### src/rtl/rt_gray_cnt_pkg.sv
// rt_gray_pkg: shared helpers for the rt_gray_cnt counter family.
//   f_bin2gray / f_gray2bin : width-generic conversions on a 64-bit carrier.
//                             The caller passes the real width and casts the
//                             result back down.
//   LP_MODE_WRAP / LP_MODE_SAT : encodings for PARAM_SAT_MODE.
package rt_gray_pkg;

  localparam int LP_MODE_WRAP = 0;
  localparam int LP_MODE_SAT  = 1;
  localparam int LP_MAX_W     = 64;

  function automatic logic [LP_MAX_W-1:0] f_width_mask(input int unsigned w);
    logic [LP_MAX_W-1:0] mask;
    if (w >= LP_MAX_W) mask = '1;
    else               mask = (64'd1 << w) - 64'd1;
    return mask;
  endfunction

  function automatic logic [LP_MAX_W-1:0] f_bin2gray(input logic [LP_MAX_W-1:0] bin,
                                                      input int unsigned         w);
    return (bin ^ (bin >> 1)) & f_width_mask(w);
  endfunction

  // Prefix XOR from the MSB down. Bits above w are masked to zero first so
  // they cannot leak into the result.
  function automatic logic [LP_MAX_W-1:0] f_gray2bin(input logic [LP_MAX_W-1:0] gray,
                                                      input int unsigned         w);
    logic [LP_MAX_W-1:0] g;
    logic [LP_MAX_W-1:0] b;
    g = gray & f_width_mask(w);
    b = '0;
    b[LP_MAX_W-1] = g[LP_MAX_W-1];
    for (int i = LP_MAX_W - 2; i >= 0; i--) begin
      b[i] = b[i+1] ^ g[i];
    end
    return b;
  endfunction

endpackage

### src/rtl/rt_gray_cnt_step_chk.sv
// rt_gray_step_chk: sticky Gray-step error flag.
//   clk      in  1  clock, rising edge
//   rst_n    in  1  async active-low reset, clears err
//   clr      in  1  sync clear of err, active-high
//   chk_en   in  1  this cycle is a unit step that moves the count
//   gray_cur in  N  Gray value currently registered
//   gray_nxt in  N  Gray value about to be registered
//   err      out 1  set once a checked step changes anything other than one bit
module rt_gray_step_chk #(
  parameter int PARAM_BIT_NUM = 32
) (
  input  logic                     clk,
  input  logic                     rst_n,
  input  logic                     clr,
  input  logic                     chk_en,
  input  logic [PARAM_BIT_NUM-1:0] gray_cur,
  input  logic [PARAM_BIT_NUM-1:0] gray_nxt,
  output logic                     err
);

  logic bad_p0;
  logic err_p1;

  assign bad_p0 = chk_en && ($countones(gray_cur ^ gray_nxt) != 1);

  // ---- stage p0 -> p1: sticky flag ----
  always_ff @(posedge clk or negedge rst_n) begin
    if (!rst_n) begin
      err_p1 <= 1'b0;
    end else if (clr) begin
      err_p1 <= 1'b0;
    end else if (bad_p0) begin
      err_p1 <= 1'b1;
    end
  end

  assign err = err_p1;

endmodule

### src/rtl/rt_gray_cnt.sv
// rt_gray_cnt: up/down counter with registered binary and Gray outputs.
// The Gray output is driven directly from flops, so it is safe to hand
// across clock domains.
//   rt_i_clk       in  1  clock, rising edge
//   rt_i_rst_n     in  1  async active-low reset
//   rt_i_rst       in  1  sync reset, active-high (highest priority)
//   rt_i_set       in  1  sync load of rt_i_ld_val
//   rt_i_ce        in  1  count enable
//   rt_i_inc_n     in  1  0 = count up, 1 = count down
//   rt_i_step_big  in  1  0 = step 1, 1 = step 2
//   rt_i_ld_val    in  N  binary load value
//   rt_o_bin_cnt   out N  registered binary count
//   rt_o_gray_cnt  out N  registered Gray count of rt_o_bin_cnt
//   rt_o_eqnz      out 1  registered, count != 0
//   rt_o_evt       out 1  one-cycle pulse on wrap (wrap mode) or a blocked step (saturate mode)
//   rt_o_err       out 1  sticky Gray-step error
module rt_gray_cnt
  import rt_gray_pkg::*;
#(
  parameter int                     PARAM_BIT_NUM  = 32,
  parameter int                     PARAM_SAT_MODE = LP_MODE_WRAP,
  parameter logic [PARAM_BIT_NUM-1:0] PARAM_RST_VAL = '0
) (
  input  logic                     rt_i_clk,
  input  logic                     rt_i_rst_n,
  input  logic                     rt_i_rst,
  input  logic                     rt_i_set,
  input  logic                     rt_i_ce,
  input  logic                     rt_i_inc_n,
  input  logic                     rt_i_step_big,
  input  logic [PARAM_BIT_NUM-1:0] rt_i_ld_val,
  output logic [PARAM_BIT_NUM-1:0] rt_o_bin_cnt,
  output logic [PARAM_BIT_NUM-1:0] rt_o_gray_cnt,
  output logic                     rt_o_eqnz,
  output logic                     rt_o_evt,
  output logic                     rt_o_err
);

  localparam int             N        = PARAM_BIT_NUM;
  localparam logic [N-1:0]   MAX_VAL  = '1;
  localparam logic [N-1:0]   RST_GRAY = N'(f_bin2gray(64'(PARAM_RST_VAL), N));
  localparam logic           SAT_ON   = (PARAM_SAT_MODE == LP_MODE_SAT);

  // Returns {evt, next}. The sum is held in N+2 signed bits so that both an
  // underflow (negative) and an overflow (bit N set) are visible without the
  // carry being lost.
  function automatic logic [N:0] f_step(input logic [N-1:0] cur,
                                        input logic         dn,
                                        input logic         big,
                                        input logic         sat);
    logic signed [N+1:0] stp;
    logic signed [N+1:0] sum;
    logic                under;
    logic                over;
    logic [N-1:0]        nxt;
    stp   = big ? (N+2)'(2) : (N+2)'(1);
    sum   = signed'({2'b00, cur}) + (dn ? -stp : stp);
    under = sum[N+1];
    over  = !sum[N+1] && sum[N];
    if (sat && under)     nxt = '0;
    else if (sat && over) nxt = MAX_VAL;
    else                  nxt = sum[N-1:0];
    return {under || over, nxt};
  endfunction

  logic [N-1:0] bin_p0;
  logic [N-1:0] gray_p0;
  logic         eqnz_p0;
  logic         evt_p0;
  logic         chk_en_p0;
  logic [N-1:0] step_bin_p0;
  logic         step_evt_p0;

  logic [N-1:0] bin_p1;
  logic [N-1:0] gray_p1;
  logic         eqnz_p1;
  logic         evt_p1;

  // ---- stage p0: next-state selection ----
  assign {step_evt_p0, step_bin_p0} = f_step(bin_p1, rt_i_inc_n, rt_i_step_big, SAT_ON);

  always_comb begin
    bin_p0    = bin_p1;
    evt_p0    = 1'b0;
    chk_en_p0 = 1'b0;
    if (rt_i_rst) begin
      bin_p0 = PARAM_RST_VAL;
    end else if (rt_i_set) begin
      bin_p0 = rt_i_ld_val;
    end else if (rt_i_ce) begin
      bin_p0    = step_bin_p0;
      evt_p0    = step_evt_p0;
      // Only unit steps that actually move the count should flip exactly one bit.
      chk_en_p0 = !rt_i_step_big && (step_bin_p0 != bin_p1);
    end
  end

  // Continuous assignment keeps the Gray value derived from the selected binary value.
  assign gray_p0 = N'(f_bin2gray(64'(bin_p0), N));
  assign eqnz_p0 = |bin_p0;

  // ---- stage p0 -> p1: output registers ----
  always_ff @(posedge rt_i_clk or negedge rt_i_rst_n) begin
    if (!rt_i_rst_n) begin
      bin_p1  <= PARAM_RST_VAL;
      gray_p1 <= RST_GRAY;
      eqnz_p1 <= |PARAM_RST_VAL;
      evt_p1  <= 1'b0;
    end else begin
      bin_p1  <= bin_p0;
      gray_p1 <= gray_p0;
      eqnz_p1 <= eqnz_p0;
      evt_p1  <= evt_p0;
    end
  end

  rt_gray_step_chk #(
    .PARAM_BIT_NUM(N)
  ) u_chk (
    .clk      (rt_i_clk),
    .rst_n    (rt_i_rst_n),
    .clr      (rt_i_rst),
    .chk_en   (chk_en_p0),
    .gray_cur (gray_p1),
    .gray_nxt (gray_p0),
    .err      (rt_o_err)
  );

  assign rt_o_bin_cnt  = bin_p1;
  assign rt_o_gray_cnt = gray_p1;
  assign rt_o_eqnz     = eqnz_p1;
  assign rt_o_evt      = evt_p1;

endmodule
### config.mk
export PLATFORM = sky130hd
export DESIGN_NAME = rt_gray_cnt
export DESIGN_NICKNAME = d
export VERILOG_FILES = /design/src/rtl/rt_gray_cnt_pkg.sv /design/src/rtl/rt_gray_cnt_step_chk.sv /design/src/rtl/rt_gray_cnt.sv
export SDC_FILE = /design/constraint.sdc
export NUM_CORES = 1
export LEC_CHECK = 0
export ABC_AREA = 1
export CAP_MARGIN = 20
export CORE_ASPECT_RATIO = 0.5
export CORE_MARGIN = 2
export CORE_UTILIZATION = 50
export DETAILED_ROUTE_END_ITERATION = 16
export DONT_BUFFER_PORTS = 1
export GPL_TIMING_DRIVEN = 0
export HOLD_SLACK_MARGIN = 0.03
export PLACE_DENSITY = 0.73
export SYNTH_ARGS = -nofsm -noshare
export SYNTH_HDL_FRONTEND = slang
export SYNTH_SLANG_ARGS = --single-unit
### constraint.sdc
create_clock -name rt_i_clk -period 7.1 [get_ports rt_i_clk]
set_clock_uncertainty 0.1 [all_clocks]
set_input_delay 1.42 -clock rt_i_clk [delete_from_list [all_inputs] [get_ports rt_i_clk]]
set_output_delay 1.42 -clock rt_i_clk [all_outputs]
set_load 0.1 [all_outputs]
Word-level counts from Yosys, hierarchy flattened
Cells that the tools add are included.
{ "totals": {"output_inout_bits": 67, "wordCells": 63, "register_bits": 67} }
{ "classes": {"bitwise": 2, "addsub": 33, "muxes": 13, "n_reduce_logical": 8, "n_eq_ne": 2} }
{ "ops": {"columns": ["op", "n"], "rows": [
  ["32-bit adder", 15],
  ["32-bit two-way mux", 3],
  ["33-bit by 34-bit adder with 34-bit output", 1],
  ["34-bit two-way mux", 1],
  ["2-bit negation with 34-bit output", 1],
  ["1-bit by 1-bit adder with 2-bit output", 16],
  ["32-bit by 2-bit != test with 1-bit output (second input constant)", 1],
  ["32-bit != test", 1],
  ["32-bit OR reduction", 1],
  ["32-bit by 31-bit XOR with 32-bit output", 1],
  ["32-bit XOR", 1],
  ["1-bit two-way mux", 8],
  ["1-bit logical AND", 3],
  ["1-bit logical NOT", 2],
  ["2-bit two-way mux", 1],
  ["2-bit nonzero test", 1],
  ["1-bit logical OR", 1]
]} }

Logic depth before layout (Yosys ltp)
{ "depth": {"word_depth": 18, "ltp_mapped": 37, "depth_no_buf": 37} }

Cells and area by module
From an unflattened synthesis, not the netlist that was laid out.
{ "unflattened": {"cells_unflattened": 1093, "hier_area_um2": 7344.5} }
{ "modules_own_cells": {"columns": ["mod", "instances", "seq_area_each_um2", "area_each_um2", "cells_each"], "rows": [
  ["rt_gray_cnt", 1, 1626.6, 6167.2, 978],
  ["rt_gray_step_chk", 1, 25.0, 1177.4, 115]
]} }

Least setup slack after synthesis
No wires, ideal clock.
{ "synth_path": {"kind": "input port to flip-flop", "from": "input port rt_i_step_big", "to": "register u_chk.err_p1 (netlist: u_chk.err)", "t_arrival_ps": 7596, "slack_ps": -719, "t_required_ps": 6878, "path_stages": 35, "cell_sequence": "inv_1 > ha_1 > fa_1 > nand2_1 > nand3_1 > nand3_1 > nand2_2 > nand2_2 > nand2_2 > nand2_2 > nand2_1 > nand2_1 > nand3_2 > a21oi_4 > inv_1 > ha_1 > xor2_1 > ha_1 > inv_1 > fa_1 > inv_1 > fa_1 > inv_1 > fa_1 > fa_1 > fa_1 > inv_1 > ha_1 > inv_1 > fa_1 > nand3b_1 > a211oi_1 > nor4_1 > nand2_1 > a21oi_1"} }
{ "synth_via": {"elab_chain_len": 17, "word_cells_on_any_way": 49, "classes_between": "33 x add/sub; 2 x eq/ne; 8 x mux; 2 x bitwise; 4 x reduce/logical"} }
{ "synth_rtl": {"columns": ["element", "line_no", "source"], "rows": [
  ["start: declaration", "rt_gray_cnt.sv:30", "input logic rt_i_step_big,"],
  ["2-bit two-way mux *", "rt_gray_cnt.sv:56", "stp = big ? (N+2)'(2) : (N+2)'(1);"],
  ["2-bit negation with 34-bit output", "rt_gray_cnt.sv:57", "sum = signed'({2'b00, cur}) + (dn ? -stp : stp);"],
  ["34-bit two-way mux *", "rt_gray_cnt.sv:57", null],
  ["33-bit by 34-bit adder with 34-bit output *", "rt_gray_cnt.sv:57", null],
  ["32-bit two-way mux *", "rt_gray_cnt.sv:90", "end else if (rt_i_ce) begin"],
  ["32-bit two-way mux *", "rt_gray_cnt.sv:88", "end else if (rt_i_set) begin"],
  ["32-bit two-way mux *", "rt_gray_cnt.sv:86", "if (rt_i_rst) begin"],
  ["via bin_p0[30]", "rt_gray_cnt.sv:66", "logic [N-1:0] bin_p0;"],
  ["32-bit by 31-bit XOR with 32-bit output *", "rt_gray_cnt_pkg.sv:21", "return (bin ^ (bin >> 1)) & f_width_mask(w);"],
  ["via gray_p0[30]", "rt_gray_cnt.sv:67", "logic [N-1:0] gray_p0;"],
  ["32-bit XOR *", "rt_gray_cnt_step_chk.sv:24", "assign bad_p0 = chk_en && ($countones(gray_cur ^ gray_nxt) != 1);"],
  ["1-bit by 1-bit adder with 2-bit output (implied by the code) *", "rt_gray_cnt_step_chk.sv:24", null],
  ["32-bit adder (implied by the code) * (4 in a row)", "rt_gray_cnt_step_chk.sv:24", null],
  ["32-bit by 2-bit != test with 1-bit output *", "rt_gray_cnt_step_chk.sv:24", null],
  ["1-bit logical AND *", "rt_gray_cnt_step_chk.sv:24", null],
  ["2-bit nonzero test (no line) *", null, null],
  ["end signal: assignment", "rt_gray_cnt_step_chk.sv:29", "err_p1 <= 1'b0;"],
  ["end signal: assignment", "rt_gray_cnt_step_chk.sv:31", "err_p1 <= 1'b0;"],
  ["end signal: assignment", "rt_gray_cnt_step_chk.sv:33", "err_p1 <= 1'b1;"],
  ["end: declaration", "rt_gray_cnt_step_chk.sv:22", "logic err_p1;"]
]} }
Mark *: on every way through the listed nets, which the timed path passes. The rest lies on a longest branch.
A chain may end at the register's enable or synchronous reset.

Final worst setup path
{ "layout_path": {"from": "input port rt_i_inc_n", "to": "register u_chk.err_p1 (netlist: u_chk.err)"} }
{ "layout_via": {"elab_chain_len": 15, "word_cells_on_any_way": 46, "classes_between": "32 x add/sub; 2 x eq/ne; 7 x mux; 2 x bitwise; 3 x reduce/logical"} }
{ "layout_rtl": {"columns": ["element", "line_no", "source"], "rows": [
  ["start: declaration", "rt_gray_cnt.sv:29", "input logic rt_i_inc_n,"],
  ["34-bit two-way mux *", "rt_gray_cnt.sv:57", null],
  ["33-bit by 34-bit adder with 34-bit output *", "rt_gray_cnt.sv:57", null],
  ["32-bit two-way mux", "rt_gray_cnt.sv:90", null],
  ["32-bit two-way mux", "rt_gray_cnt.sv:88", null],
  ["32-bit two-way mux", "rt_gray_cnt.sv:86", null],
  ["32-bit by 31-bit XOR with 32-bit output", "rt_gray_cnt_pkg.sv:21", null],
  ["32-bit XOR", "rt_gray_cnt_step_chk.sv:24", null],
  ["1-bit by 1-bit adder with 2-bit output (implied by the code)", "rt_gray_cnt_step_chk.sv:24", null],
  ["32-bit adder (implied by the code) (4 in a row)", "rt_gray_cnt_step_chk.sv:24", null],
  ["32-bit by 2-bit != test with 1-bit output", "rt_gray_cnt_step_chk.sv:24", null],
  ["1-bit logical AND *", "rt_gray_cnt_step_chk.sv:24", null],
  ["2-bit nonzero test (no line) *", null, null]
]} }
Mark *: on every way between the ends. The rest lies on a longest branch, timed or not.

==> metrics.cfg <==
[logic_synthesis]
yosysSeqAreaShare_pct = 21.1
syn_area_per_cell_sq_um = 6.81
synth_top_cell_by_area = dfrtp_1
syn_area_sq_um = 7840
synth.area.top_cells = dfrtp_1, nand2_1, ha_1
yosys_warnings = 0
netlist_instances = 1151
synth-edff-count = 0
ys.flop_type = dfrtp_1
synthesis.nets = 1290
synth_commonest_cells = nand2_1, inv_1, nor2_1, ha_1, dfrtp_1
yosys.cell_count.top_type = nand2_1
yosysUniqueCellTypes = 44
synth_top_area_share_pct = 21.1
ys_ff_latch = 66
async_flop_share_pct = 100

[critical_path]
critPathMaxStageDelay_ns = 0.60
crit_path_max_fanout = 33
critPathLaunchType = primary input
slowest_stage = fa_1
critPathRequiredTime_ns = 7.21
cp-end-kind = register
cp_common_cell = nand2_1
critPathArrivalTime_ns = 7.91
worst-setup-path-type = primary input to register

[sta]
slew_headroom_pct = 26.5
rsz0062_at_grt = yes
setup_viol = 1
finalCriticalPeriod_ns = 7.80
report.final.slew_viol_count = 0
fin_ws_ns = -0.696
hold_ws_ns = 0.683
tns_ns = -0.696
tightestPinTransition_ns = 1.10
fin_crit_sh_pct = 110
hold_violations = 0
max_freq_ghz = 0.128

[global_routing]
grt_overflow = 0
grt_max_degree = 67
grt_pass1_wl_mm = 38.1
track_usage_pct = 29.2
antenna_found_initial = 0
grt_pass1_vias = 7254

[clock_tree]
root_buffer = clkbuf_16
clockBufferDepth = 2
cts_made_buffers = 9
ctsHoldBuffers = 0
clock-sinks = 66
cts_tree = built
clkSlewWorstSetupHoldPaths_ns = 0.06
htree_num_levels = 3
clkLatencyLatePin_ns = 0.33

[detailed_routing]
vias = 7536
ant_nets = 0
wl_mm = 24.5
viasPerCell = 5.39
drt_iter0_markers = 691
drt_first_pass_iters = 6
drc = 0
drt-wirelength-per-cell_um = 17.5

[placed_design]
numPortBuffers = 0
place.gp.congestion = 0.975
dp_hpwl_mm = 18.8

[run_status]
status = finished, violations left
violations = negative setup slack

[floorplanning]
rows = 32
fp.dieH_um = 92.5
core-area_sq_um = 15400
die_area_sq_um = 16800
num_io_pins = 106
initial_utilization_pct = 51.0
die_w_um = 181

[run]
max_cap_violations = 0

[final_layout]
regArea_sq_um = 1680
antennaDiodeCount = 0
drive_above_1_share_pct = 22.0
multi_input_area_sq_um = 5750
nFillCells = 1386
area_growth_pct = 17.2
finalNetCount = 1327

[hold_path]
hold_path.class = primary input to asynchronous set/reset pin

cell usage in the layout (no fill, tap or decap), types with 8 or more instances in the layout:
master     netlist  layout
nand2_4          1       8
nor2_2           9      12
inv_2            9      18
nand4_1         15      15
ha_1            73      50
clkbuf_1         8      11
dfrtp_2          0      25
ha_4             0      10
o21ai_0         15      14
nor2_1          95      91
ha_2             0      13
nand3_2         13      15
xor2_1          41      37
a21oi_2          5      10
nand3b_1        22      22
inv_1          223     212
clkbuf_16        0       9
a21oi_1         41      33
fa_1            27      22
o21ai_1         11       9
dfrtp_1         66      41
nand2_2         26      50
nand2_1        328     297
buf_4            3      27
nand3_1         65      57
repair_timing:
item                                    4_1_cts  5_1_grt
pin swaps                                    37       30
buffers inserted                             19        7
endpoints found under the setup margin        1        1
resized for setup                            73       56
per-stage QoR:
step / setup WS, ns / util [%] / std cells / area, sq um
5_1_grt: -0.844 / 59.8 / 1397 / 9190
6_report: -0.696 / 59.8 / 1397 / 9190
3_3_place_gp: -1.13 / 53.3 / 1355 / 8190
3_5_place_dp: -1.26 / 53.3 / 1355 / 8190
4_1_cts: -0.679 / 57.8 / 1390 / 8890
2_1_floorplan: -0.410 / - / 1151 / 7940
final cells by class:
| cell class | instances | share of cell area, % |
|---|---|---|
| multi-input cells | 833 | 62.6 |
| well taps | 204 | 2.78 |
| plain buffers | 19 | 1.13 |
| inverters | 233 | 9.58 |
| clock buffers | 14 | 2.87 |
| clock inverters | 2 | 0.381 |
| repair buffers | 26 | 2.34 |
| flip-flops and latches | 66 | 18.3 |
registers in the layout, indices dropped and copies added, names as in the netlist:
register and count:
rt_o_bin_cnt 32, rt_o_gray_cnt 31, rt_o_eqnz 1, rt_o_evt 1, u_chk.err 1
per-layer routing:
| metal | GRT usage, % | routed length (um) | vias up |
|---|---|---|---|
| met2 | 46.8 | 11100 | 319 |
| li1 | - | - | 3610 |
| met3 | 4.21 | 2270 | 67 |
| met5 | 0 | 0 | - |
| met4 | 8.40 | 666 | 0 |
| met1 | 41.2 | 10500 | 3540 |
critical path: cells and delay by family:
family | cells | cell delay (ns)
AO/OA/AOI/OAI | 4 | 0.61
XOR/XNOR | 1 | 0.34
adder cells (fa/ha/maj) | 9 | 3.67
buffers and inverters | 5 | 0.51
AND/OR/NAND/NOR | 13 | 1.32
final timing paths:
kind                                  from               end  slack [ns]  cells after the start
max                             rt_i_inc_n         u_chk.err       -0.70                     32
min                             rt_i_rst_n  rt_o_gray_cnt[5]        0.68                      0
max reg2reg                rt_o_bin_cnt[1]         u_chk.err       -0.56                     32
min reg2reg                rt_o_bin_cnt[0]   rt_o_bin_cnt[0]        0.94                      4
max in group asynchronous       rt_i_rst_n  rt_o_bin_cnt[24]        6.11                      0
min in group rt_i_clk      rt_o_bin_cnt[0]   rt_o_bin_cnt[0]        0.94                      4
cell families (layout without fill, tap and decap cells):
logic type / Yosys count / after routing / synth area share [%]
AOI/OAI and AO/OA: 87 / 87 / 6.59
xor gates and xnor gates: 56 / 56 / 7.40
adders and majority gates: 100 / 100 / 18.5
buffers and inverters: 252 / 294 / 12.4
DFF: 66 / 66 / 21.1
and+or+nand+nor: 590 / 590 / 33.9
Power is not shown: default switching activity piles up to over one toggle a cycle in this logic, so the estimate is an artifact.
